File: src/rtl/icache_pkg.sv
// Shared types and width helpers for the direct-mapped instruction cache.
package icache_pkg;

   localparam int LINE_W = 32;

   typedef enum logic [1:0] {
      IDLE  = 2'd0,
      FILL  = 2'd1,
      FLUSH = 2'd2
   } icache_state_t;

   typedef struct packed {
      logic              valid;
      logic [LINE_W-1:0] tag;
      logic [LINE_W-1:0] data;
   } icache_line_t;

   function automatic int idx_w(input int num_sets);
      return $clog2(num_sets);
   endfunction

   function automatic int tag_w(input int word_w, input int num_sets);
      return word_w - $clog2(num_sets) - 2;
   endfunction

endpackage

File: src/rtl/icache_array.sv
// Line storage: combinational read, single write port, per-index valid clear.
module icache_array
   import icache_pkg::*;
#(
   parameter  int NUM_SETS = 16,
   parameter  int WORD_W   = 32,
   localparam int IDX_W    = idx_w(NUM_SETS),
   localparam int TAG_W    = tag_w(WORD_W, NUM_SETS)
) (
   input  logic              clk,
   input  logic              rst,
   input  logic [IDX_W-1:0]  rd_idx,
   output icache_line_t      rd_line,
   input  logic              wr_en,
   input  logic [IDX_W-1:0]  wr_idx,
   input  logic [TAG_W-1:0]  wr_tag,
   input  logic [WORD_W-1:0] wr_data,
   input  logic              clr_en,
   input  logic [IDX_W-1:0]  clr_idx
);

   logic [NUM_SETS-1:0] valid_r;
   logic [TAG_W-1:0]    tag_r  [NUM_SETS];
   logic [WORD_W-1:0]   data_r [NUM_SETS];

   // Valid bits are the only reset state; tag/data are qualified by them.
   always_ff @(posedge clk or posedge rst) begin
      if (rst) begin
         valid_r <= {NUM_SETS{1'b0}};
      end else if (clr_en) begin
         valid_r[clr_idx] <= 1'b0;
      end else if (wr_en) begin
         valid_r[wr_idx] <= 1'b1;
      end
   end

   // Tag and data write port
   always_ff @(posedge clk) begin
      if (wr_en) begin
         tag_r[wr_idx]  <= wr_tag;
         data_r[wr_idx] <= wr_data;
      end
   end

   // Combinational read port
   always_comb begin
      rd_line.valid = valid_r[rd_idx];
      rd_line.tag   = LINE_W'(tag_r[rd_idx]);
      rd_line.data  = LINE_W'(data_r[rd_idx]);
   end

endmodule

File: src/rtl/icache_responder.sv
// Fetch-side responder of a direct-mapped, one-word-per-line read-only
// instruction cache with RAM refill and whole-cache flush.
module icache_responder
   import icache_pkg::*;
#(
   parameter int NUM_SETS = 16,
   parameter int WORD_W   = 32
) (
   input  logic              CLK,
   input  logic              RST,
   input  logic              imemREN,
   input  logic [WORD_W-1:0] imemaddr,
   output logic [WORD_W-1:0] imemload,
   output logic              ihit,
   input  logic              flush,
   output logic              ramREN,
   output logic [WORD_W-1:0] ramaddr,
   input  logic [WORD_W-1:0] ramload,
   input  logic              ram_ready,
   output logic              busy
);

   localparam int IDX_W = idx_w(NUM_SETS);
   localparam int TAG_W = tag_w(WORD_W, NUM_SETS);

   icache_state_t       state_r, next_state_s;
   logic [WORD_W-3:0]   fill_addr_r;
   logic                flush_pend_r;
   logic [IDX_W-1:0]    flush_cnt_r;

   logic [IDX_W-1:0]    req_idx_s, fill_idx_s;
   logic [TAG_W-1:0]    req_tag_s, fill_tag_s;
   icache_line_t        line_s;
   logic                hit_s, miss_s, wr_en_s, clr_en_s, set_pend_s, flush_last_s;
   logic                unused_byte_sel_s;

   assign req_idx_s         = imemaddr[IDX_W+1:2];
   assign req_tag_s         = imemaddr[WORD_W-1:IDX_W+2];
   assign fill_idx_s        = fill_addr_r[IDX_W-1:0];
   assign fill_tag_s        = fill_addr_r[WORD_W-3:IDX_W];
   assign flush_last_s      = (flush_cnt_r == IDX_W'(NUM_SETS - 1));
   assign unused_byte_sel_s = ^imemaddr[1:0];

   icache_array #(
      .NUM_SETS (NUM_SETS),
      .WORD_W   (WORD_W)
   ) u_array (
      .clk     (CLK),
      .rst     (RST),
      .rd_idx  (req_idx_s),
      .rd_line (line_s),
      .wr_en   (wr_en_s),
      .wr_idx  (fill_idx_s),
      .wr_tag  (fill_tag_s),
      .wr_data (ramload),
      .clr_en  (clr_en_s),
      .clr_idx (flush_cnt_r)
   );

   // Next-state and handshake decode; flush in IDLE wins over a miss but not over a hit
   always_comb begin
      next_state_s = state_r;
      hit_s        = 1'b0;
      miss_s       = 1'b0;
      wr_en_s      = 1'b0;
      clr_en_s     = 1'b0;
      set_pend_s   = 1'b0;
      case (state_r)
         IDLE: begin
            hit_s = imemREN & line_s.valid & (line_s.tag == LINE_W'(req_tag_s));
            if (flush) begin
               next_state_s = FLUSH;
            end else if (imemREN && !hit_s) begin
               next_state_s = FILL;
               miss_s       = 1'b1;
            end else begin
               next_state_s = IDLE;
            end
         end
         FILL: begin
            set_pend_s = flush;
            if (ram_ready) begin
               wr_en_s      = 1'b1;
               next_state_s = (flush_pend_r || flush) ? FLUSH : IDLE;
            end else begin
               next_state_s = FILL;
            end
         end
         FLUSH: begin
            clr_en_s = 1'b1;
            if (flush_last_s) begin
               next_state_s = IDLE;
            end else begin
               next_state_s = FLUSH;
            end
         end
         default: begin
            next_state_s = IDLE;
         end
      endcase
   end

   // State, fill address, pending flush and flush sweep counter
   always_ff @(posedge CLK or posedge RST) begin
      if (RST) begin
         state_r      <= IDLE;
         fill_addr_r  <= {(WORD_W-2){1'b0}};
         flush_pend_r <= 1'b0;
         flush_cnt_r  <= {IDX_W{1'b0}};
      end else begin
         state_r <= next_state_s;
         if (miss_s) begin
            fill_addr_r <= imemaddr[WORD_W-1:2];
         end
         if (state_r == FLUSH && flush_last_s) begin
            flush_pend_r <= 1'b0;
         end else if (set_pend_s) begin
            flush_pend_r <= 1'b1;
         end
         if (clr_en_s) begin
            flush_cnt_r <= flush_last_s ? {IDX_W{1'b0}} : flush_cnt_r + IDX_W'(1);
         end
      end
   end

   assign ihit     = hit_s;
   assign imemload = hit_s ? WORD_W'(line_s.data) : {WORD_W{1'b0}};
   assign ramREN   = (state_r == FILL);
   assign ramaddr  = (state_r == FILL) ? {fill_addr_r, 2'b00} : {WORD_W{1'b0}};
   assign busy     = (state_r != IDLE);

endmodule

File: config.mk
export PLATFORM = sky130hd
export DESIGN_NAME = icache_responder
export DESIGN_NICKNAME = d
export VERILOG_FILES = /design/src/rtl/icache_pkg.sv /design/src/rtl/icache_array.sv /design/src/rtl/icache_responder.sv
export SDC_FILE = /design/constraint.sdc
export NUM_CORES = 1
export LEC_CHECK = 0
export BUFFER_PORTS_ARGS = -buffer_cell sky130_fd_sc_hd__buf_2
export CAP_MARGIN = 20
export CORE_MARGIN = 2
export CORE_UTILIZATION = 44
export DETAILED_ROUTE_END_ITERATION = 8
export PLACE_DENSITY = 0.67
export SYNTH_ARGS = -nofsm -noshare
export SYNTH_HDL_FRONTEND = slang
export SYNTH_SLANG_ARGS = --single-unit
File: constraint.sdc
create_clock -name CLK -period 7.3 [get_ports CLK]
set_clock_uncertainty 0.1 [all_clocks]
set_input_delay 1.095 -clock CLK [delete_from_list [all_inputs] [get_ports CLK]]
set_output_delay 1.095 -clock CLK [all_outputs]
set_load 0.02 [all_outputs]
Word level (Yosys, flattened, before mapping)
Memory sizes are Yosys's and may differ from the RTL's.
Index checks and enable logic that the tools add are counted.
W data, S select, Z words.

storage, ports and cells
  register bits = 53
  RAM bits = 928
  input bits = 69
  output and inout bits = 67
  word-level logic and storage cells = 61
  memories = 2

operators by class
  add/sub/neg operators = 1
  magnitude comparators = 5
  equality and inequality tests = 4
  mux-type cells = 29
  bitwise logic cells = 5
  reduce and logical (&&, ||, !) cells = 10

memories
  name            depth  bits a word  rd ports  clocked after memory_dff  wr ports  line                RTL
  u_array.data_r  16     32           1         0                         1         icache_array.sv:24  logic [WORD_W-1:0] data_r [NUM_SETS];
  u_array.tag_r   16     26           1         0                         1         icache_array.sv:23  logic [TAG_W-1:0] tag_r [NUM_SETS];

operator list
  cell                   number
  $mux W32               2
  $mux W16               2
  $eq A26 B26 Y1         1
  $and A16 B16 Y16       1
  $mux W1                16
  $not A16 Y16           1
  $or A16 B16 Y16        1
  $lt A4 B5 Y1 const B   3
  $demux W1 S4           2
  $ge A4 B1 Y1 const B   2
  $mux W2                4
  $pmux W2 S3            1
  $reduce_bool A2 Y1     3
  $add A4 B1 Y4 const B  1
  $bmux W1 S4            1
  $eq A4 B4 Y1 const B   1
  $logic_and A1 B1 Y1    4
  $mux W4                1
  $and A1 B1 Y1          2
  $eq A2 B1 Y1 const B   1
  $eq A2 B2 Y1 const B   1
  $logic_not A2 Y1       1
  $logic_not A1 Y1       1
  $logic_or A1 B1 Y1     1

Logic depth before layout (Yosys ltp)
Gate-level depths: netlist of run 1.

  depth after elaboration = 9
  gate-level depth with buffers = 15
  depth with buffers taken out = 8

Modules after synthesis
A second synthesis of run 1 with hierarchy kept.

second synthesis, totals
  cells, all modules = 1737
  area total of the unflattened synthesis = 37952.6 um^2

by module, submodules not included
  module            times used  cells each  area an instance (um^2)  sequential area each (um^2)
  icache_array      1           1528        35567.9                  28267.1
  icache_responder  1           209         2384.8                   925.9

Worst setup path before layout of run 1
Ideal clock, no wire load.

  kind = input port to output port
  start point = input port imemaddr[2]
  end point = output port imemload[10]
  arrival = 3918 ps
  required time = 6105 ps
  path slack = 2187 ps
  cell stages on the path = 12
  path buffers = 4
  cells stage by stage = buf_4 > buf_6 > buf_2 > mux4_2 > mux2i_1 > mux2i_1 > xor2_1 > a2111o_1 > nor3_4 > nand4_1 > buf_2 > nor2b_1

between the ends
  word-level cells in the longest chain between the ends = 6
  elaborated cells between the ends (all ways) = 9
  those cells by class = 1 x eq/ne; 4 x mux; 2 x bitwise; 2 x memory

ends and longest elaborated chain
  item                                                                     line                     RTL
  from (decl)                                                              icache_responder.sv:12   input logic [WORD_W-1:0] imemaddr,
  parallel branches: the longest is 5 deep, another holds $mem_v2 Z16 W26  --
  $mux W32 *                                                               icache_responder.sv:127  assign imemload = hit_s ? WORD_W'(line_s.data) : {WORD_W{1'b0}};
  to (decl)                                                                icache_responder.sv:13   output logic [WORD_W-1:0] imemload,

Every way passes the cells marked *. The select of a mux whose other input is x is not followed.

Worst setup path in the final report of run 1
  start point = input port imemaddr[5]
  end point = output port imemload[19]

The elaborated chain is that of the path after synthesis.

==> Flow_metrics.wiki, run 1 <==
{| class="wikitable"
! Metric !! Value
|-
| Register clock-pin slew on the reported worst setup and hold paths || 0.07 ns
|-
| Clock Sinks || 981
|-
| Total power consumption of the routed design || 12700 µW
|-
| Highest Clock Rate || 0.159 GHz
|-
| Main flop type after synthesis || edfxtp_1
|-
| Clk root buf || clkbuf_16
|-
| Yosys warnings || 0
|-
| Number of input and output port buffers inserted || 131
|-
| Count of distinct cell types in the synthesized netlist || 69
|-
| RSZ-0062 raised after global routing || no
|-
| Area growth from synthesis to layout || 13.0%
|-
| Setup crit start kind || primary input
|-
| Nature of the critical path endpoint || output port
|-
| Critical path type || in2out
|-
| Worst min-delay path category || in2async
|-
| Post-synthesis async set-or-reset flop share || 5.40%
|-
| Leak pwr || 0.0144 µW
|-
| Aggregate routed wire length || 91300 µm
|-
| Maximum root-to-sink buffer count || 3
|-
| Post-detail-place hpwl || 50000 µm
|-
| Slowest library cell on the worst path || buf_2
|-
| Global route overflow || 0
|-
| DRT Pass-1 Iters || 5
|-
| Number of placement rows || 109
|-
| Final Max Slew Viols || 0
|-
| Data required time at the worst endpoint || 6.11 ns
|-
| Number of buffers added by the clock tree synthesis step || 94
|-
| Placed cells || 3144
|-
| X dimension of the die || 303 µm
|-
| Largest delay share family, worst path || buffers and inverters
|-
| Total number of vias || 19800
|-
| DRC violations left || 0
|-
| Worst hold slack after final layout || 0.315 ns
|-
| Starting density of the core || 44.4%
|-
| Number of cells on the worst reg-to-reg path || 6
|-
| Data arrival at the endpoint of the critical path || 5.10 ns
|-
| Most instantiated cells after synthesis || edfxtp_1 (928), mux4_2 (242), mux2i_1 (81)
|-
| First-pass GRT wire length || 134000 µm
|-
| Cells resized by post-CTS repair || 0
|-
| Total buffers and inverters traversed by the critical path || 5
|-
| Core Footprint || 0.0884 mm²
|-
| Number of buffers inserted by hold repair at cts || 0
|-
| Mean area per synthesized cell || 20.5 µm²
|-
| Via count of the first global-routing pass || 20000
|-
| Cell with the most instances after synthesis || edfxtp_1
|-
| Fraction of layout cells with a size suffix above 1 || 27.4%
|-
| Crit path time final || 6.30 ns
|-
| Count of flip-flops with a built-in enable after synthesis || 928
|-
| Maximum Capacitance Violations || 0
|-
| Die height || 303 µm
|-
| Wire length per cell || 27.5 µm
|-
| Source of the worst register-to-register timing path || state_r[0]
|-
| Ratio of final minimum period to clock period || 86.2%
|-
| CP max stage delay || 0.77 ns
|-
| Final Hold Vio Count || 0
|-
| Maximum number of pins on one net before global-route repair || 125
|-
| Syn Inst Count || 1915
|-
| Util after Layout || 50.1%
|-
| Status || finished clean
|-
| TritonCTS clock tree || yes
|-
| Worst IR drop on VDD || 0.192 mV
|-
| Number of setup buffers added after CTS || 0
|-
| Max Fanout on Critical Path || 36
|-
| Antenna violations before repair || 10
|-
| Final setup violation count || 0
|-
| CP Cell Sequence || buf_2, clkinv_2, buf_4, mux2i_1, xor2_1, a2111o_1, nor3_4, nand4_1, buf_4, nor2b_1, buf_2
|-
| Total routing resource utilization after global routing || 20.0%
|-
| Power density over cell area || 286 mW/mm²
|-
| Leading cell types by total area after synthesis || edfxtp_1 (71%), mux4_2 (14%), dfrtp_1 (3.4%)
|-
| Starting DRT DRC Count || 2273
|-
| Slack of the worst reg-to-reg path || 3.24 ns
|-
| Weighted congestion at the end of routability-driven global placement || 0.847
|-
| Actual transition at the worst max-transition pin || 1.12 ns
|-
| Accumulated negative setup slack || 0 ns
|-
| Clock network latency to the later pin of the worst-skew pair || 0.65 ns
|-
| Post-synthesis sequential area ratio || 74.5%
|-
| Area of the die || 0.0915 mm²
|-
| Worst relative slew slack || 25.3%
|-
| Post-synth top area share || 71.1%
|-
| NumNets Final || 2151
|-
| Antenna violation net count after detailed routing || 0
|-
| Number of storage elements in the synthesis netlist || 981
|-
| Reg2Reg Capture Point || u_array.tag_r[0][15]
|-
| Number of ports placed on the die boundary || 136
|-
| Number of vias per cell after detailed routing || 5.97
|-
| Level count of the clock H-tree || 3
|-
| Cell type with the largest total area after synthesis || edfxtp_1
|-
| Cell Count, Final, Fillers Out || 3318
|-
| Mapped cell area || 0.0392 mm²
|}
## cells by family (layout without fill, tap and decap cells)
kind of cell | Yosys count | after routing | share of synthesized area [%]
DFF | 981 | 981 | 74.5
muxes | 330 | 330 | 16.2
and+or+nand+nor | 269 | 269 | 3.78
AOI/OAI and AO/OA | 170 | 170 | 3.08
buffers and inverters | 124 | 360 | 1.58
xor gates and xnor gates | 36 | 36 | 0.804
adders and majority gates | 4 | 4 | 0.128
other | 1 | 3 | 0.00956
## state kept, by name (all words and copies together), names as in the netlist
| name | cells |
|---|---|
| u_array.data_r | 512 |
| flush_pend_r | 1 |
| flush_cnt_r | 4 |
| u_array.valid_r | 16 |
| fill_addr_r | 30 |
| u_array.tag_r | 416 |
| state_r | 2 |
## metrics by stage
step | cell area (µm²) | setup WS (ns)
after CTS | 44300 | 0.966
final | 44300 | 1.00
after detailed placement | 41300 | 0.978
after global placement | 41300 | 0.986
after global routing | 44300 | 0.715
after floorplan | 39200 | 2.19
## power breakdown
part | total [µW] | internal [µW] | switching (µW)
Clock | 4680 | 2620 | 2060
Sequential | 7150 | 6640 | 503
Combinational | 836 | 354 | 482
## area by class of cell
cell class,instances,area [µm²]
clock inverters,61,549
clock buffers,109,2410
flip-flops and latches,981,29200
diodes,1,2.50
repair buffers,178,1100
fillers,7045,44100
multi-input cells,811,9540
well taps,1165,1460
inverters,12,46.3
## metal layers
layer	up-vias	global-route usage, %	wire [µm]	part of all wire [%]
li1	8263	-	-	-
met1	10500	29.4	38600	42
met4	12	4.42	1670	1.8
met2	842	31.7	43700	48
met5	-	0	76	0.083
met3	134	3.50	7250	7.9
## placed cells by master (no fill, tap or decap), types with 36 or more instances in the layout
cell type	netlist	routed
edfxtp_1	928	928
mux4_2	242	242
buf_2	38	128
clkbuf_16	0	94
mux2i_1	81	81
nand2_1	64	64
dfrtp_1	53	53
o21ai_0	41	41
buf_4	12	41
nor2b_1	40	39
nand4_1	36	36
## worst max-delay path by stage
stage | cells past startpoint | to | slack [ns] | start
3_5_place_dp | 11 | imemload[22] | 0.98 | imemaddr[2]
2_1_floorplan | 12 | imemload[10] | 2.19 | imemaddr[2]
4_1_cts | 11 | imemload[22] | 0.97 | imemaddr[2]
5_1_grt | 11 | imemload[22] | 0.72 | imemaddr[2]
6_report | 11 | imemload[19] | 1.00 | imemaddr[5]
3_3_place_gp | 11 | imemload[13] | 0.99 | imemaddr[2]
No activity file was read; power rests on OpenSTA's default activity.
==> inputs of run 2 (changes only) <==
--- a/config.mk
+++ b/config.mk
@@ -8,9 +8,10 @@
 export BUFFER_PORTS_ARGS = -buffer_cell sky130_fd_sc_hd__buf_2
 export CAP_MARGIN = 20
 export CORE_MARGIN = 2
-export CORE_UTILIZATION = 44
+export CORE_UTILIZATION = 54
 export DETAILED_ROUTE_END_ITERATION = 8
-export PLACE_DENSITY = 0.67
+export PLACE_DENSITY = 0.78
 export SYNTH_ARGS = -nofsm -noshare
 export SYNTH_HDL_FRONTEND = slang
 export SYNTH_SLANG_ARGS = --single-unit
+export TNS_END_PERCENT = 20
==> constraint.sdc (replaced) <==
create_clock -name CLK -period 7.56 [get_ports CLK]
set_clock_uncertainty 0.1 [all_clocks]
set_input_delay 1.134 -clock CLK [delete_from_list [all_inputs] [get_ports CLK]]
set_output_delay 1.134 -clock CLK [all_outputs]
set_load 0.02 [all_outputs]
==> run 2 against run 1 <==
  * Clock-buffer cell count unchanged
  * Clock power about the same
  * Die area decreased by 18%
  * Setup slack improved by 0.23 ns
  * First-iteration DRC count increased by 14%
  * Largest cell class unchanged
  * Core utilization increased by 11 points
  * Highest routed layer unchanged
  * Largest power group unchanged
  * Register-to-register slack about the same
  * Combinational power decreased by 3.9%
==> Flow_metrics.wiki, run 2 (synthesis results as in run 1) <==
{| class="wikitable"
! Metric !! Value
|-
| Level count of the clock H-tree || 3
|-
| Critical path type || in2out
|-
| NumNets Final || 2147
|-
| TritonCTS clock tree || yes
|-
| Fill cell total of the finished layout || 4861
|-
| Number of buffers added by the clock tree synthesis step || 94
|-
| Commonest cells after routing, fill and taps aside || edfxtp_1 (928), mux4_2 (242), buf_2 (128), clkbuf_16 (96), mux2i_1 (81)
|-
| Cell Count, Final, Fillers Out || 3101
|-
| Maximum root-to-sink buffer count || 3
|-
| Ratio of final minimum period to clock period || 83.7%
|-
| Worst min-delay path category || reg2reg
|-
| DRC violations left || 0
|-
| Final setup violation count || 0
|-
| First-pass GRT wire length || 135000 µm
|-
| Clock Sinks || 981
|-
| Total routing resource utilization after global routing || 24.9%
|-
| Slack of the worst reg-to-reg path || 3.23 ns
|-
| Power density over cell area || 280 mW/mm²
|-
| Highest Clock Rate || 0.158 GHz
|-
| CP Cell Sequence || buf_4, buf_4, mux4_2, mux2i_1, mux2i_1, xnor2_1, o211ai_1, nor4_1, nand4_1, buf_4, nor2b_1, buf_2
|-
| Final Max Slew Viols || 0
|-
| Critical Path Most Common Cell || buf_4
|-
| Accumulated negative setup slack || 0 ns
|-
| Starting DRT DRC Count || 2595
|-
| Post-detail-place hpwl || 47900 µm
|-
| Status || finished clean
|-
| Number of input and output port buffers inserted || 131
|-
| Via count of the first global-routing pass || 20300
|-
| Max Fanout on Critical Path || 36
|-
| Clock network latency to the later pin of the worst-skew pair || 0.67 ns
|-
| Data arrival at the endpoint of the critical path || 5.10 ns
|-
| Crit path launch || imemaddr[3]
|-
| Data required time at the worst endpoint || 6.33 ns
|-
| Number of buffers inserted by hold repair at cts || 0
|-
| Largest registers in the final layout || u_array.data_r: 512 flops, u_array.tag_r: 416 flops, fill_addr_r: 30 flops
|-
| Nature of the critical path endpoint || output port
|-
| Number of setup buffers added after CTS || 0
|-
| RSZ-0062 raised after global routing || no
|-
| Cells resized by post-CTS repair || 0
|-
| Number of ports placed on the die boundary || 136
|-
| Leak pwr || 0.0145 µW
|-
| Clk root buf || clkbuf_16
|-
| Area growth from synthesis to layout || 12.4%
|-
| Final Hold Vio Count || 0
|-
| Instance area after placement || 0.0410 mm²
|-
| Total power consumption of the routed design || 12300 µW
|-
| Area of the die || 0.0748 mm²
|-
| Placed cells || 2927
|-
| Maximum Capacitance Violations || 0
|-
| Weighted congestion at the end of routability-driven global placement || 0.866
|-
| Number of vias per cell after detailed routing || 6.52
|-
| Die height || 273 µm
|-
| Global route overflow || 0
|-
| Total number of vias || 20200
|-
| Wire length per cell || 29.6 µm
|-
| Source of the worst register-to-register timing path || state_r[0]
|-
| Slowest library cell on the worst path || buf_4
|-
| Register clock-pin slew on the reported worst setup and hold paths || 0.06 ns
|-
| Worst relative slew slack || 23.2%
|-
| Setup crit start kind || primary input
|-
| CP max stage delay || 0.69 ns
|-
| Largest register by flop count || u_array.data_r
|-
| Aggregate routed wire length || 91800 µm
|-
| Crit path time final || 6.33 ns
|-
| X dimension of the die || 273 µm
|-
| Antenna violation net count after detailed routing || 0
|-
| Starting density of the core || 54.7%
|-
| Max reg flops || 512
|-
| Fraction of layout cells with a size suffix above 1 || 27.3%
|-
| Maximum number of pins on one net before global-route repair || 125
|-
| Actual transition at the worst max-transition pin || 1.15 ns
|-
| Number of placement rows || 98
|-
| Leading cell type in the layout, fill and taps excluded || edfxtp_1
|-
| Worst IR drop on VDD || 0.233 mV
|-
| HP Start || flush_pend_r
|-
| Antenna violations before repair || 7
|-
| Total non-filler cell area in the finished layout || 0.0441 mm²
|-
| Core Footprint || 0.0717 mm²
|-
| DRT Pass-1 Iters || 5
|}
==> run 2: cell types whose count changed in the layout (fill, tap and decap cells not counted) <==
cell,previous run,this run
clkinvlp_4,6,2
clkinv_1,22,25
clkinv_2,22,19
inv_6,0,3
buf_12,5,3
bufinv_16,7,9
clkbuf_1,15,13
clkbuf_16,94,96
buf_4,41,40
buf_8,3,2
clkinv_16,2,3
clkinv_4,1,2
clkinv_8,1,0
==> run 2: through the flow <==
| step | hold WS (ns) | setup slack [ns] | util [%] |
|---|---|---|---|
| floorplan | 0.365 | 2.37 | - |
| global placement | 0.386 | 1.43 | 57.1 |
| detailed placement | 0.398 | 1.35 | 57.2 |
| CTS | 0.411 | 1.22 | 61.4 |
| global route | 0.447 | 0.946 | 61.5 |
| finish | 0.412 | 1.23 | 61.5 |
==> run 2: routing by layer <==
| layer | track usage [%] | wire length, µm | part of all wire (%) | up-vias |
|---|---|---|---|---|
| met5 | 0 | 49 | 0.053 | - |
| met4 | 7.43 | 2690 | 2.9 | 8 |
| met3 | 4.37 | 8510 | 9.3 | 198 |
| met2 | 40.5 | 45500 | 50 | 1197 |
| met1 | 34.9 | 35100 | 38 | 10600 |
| li1 | - | - | - | 8254 |
==> run 2: cell type report <==
class	instances	area, µm²	area share [%]
Antenna cell	1	2.50	0.00568
Clock buffer	109	2450	5.56
Clock inverter	63	624	1.42
Inverter	12	46.3	0.105
Multi-Input combinational cell	811	9540	21.6
Sequential cell	981	29200	66.2
Tap cell	950	1190	2.70
Timing Repair Buffer	174	1040	2.36
==> run 2: worst paths after layout <==
kind / depth (start not counted) / endpoint
min in group asynchronous: 3 / fill_addr_r[19]
setup / recovery: 12 / imemload[12]
hold / removal: 2 / flush_pend_r
setup reg to reg: 4 / u_array.tag_r[12][18]
hold reg to reg: 2 / flush_pend_r
max in group asynchronous: 3 / u_array.valid_r[7]
==> run 2: power breakdown <==
group          total, µW  internal (µW)  switching (µW)
sequential          6890           6410             472
combinational        803            339             464
clock               4660           2650            2010
total              12300           9400            2950
==> run 2: worst max-delay path: cells and delay by family <==
family / cells / cell delay, ns
AOI/OAI and AO/OA: 1 / 0.12
xor gates and xnor gates: 1 / 0.28
buffers and inverters: 4 / 1.73
muxes: 3 / 0.99
and+or+nand+nor: 3 / 0.69
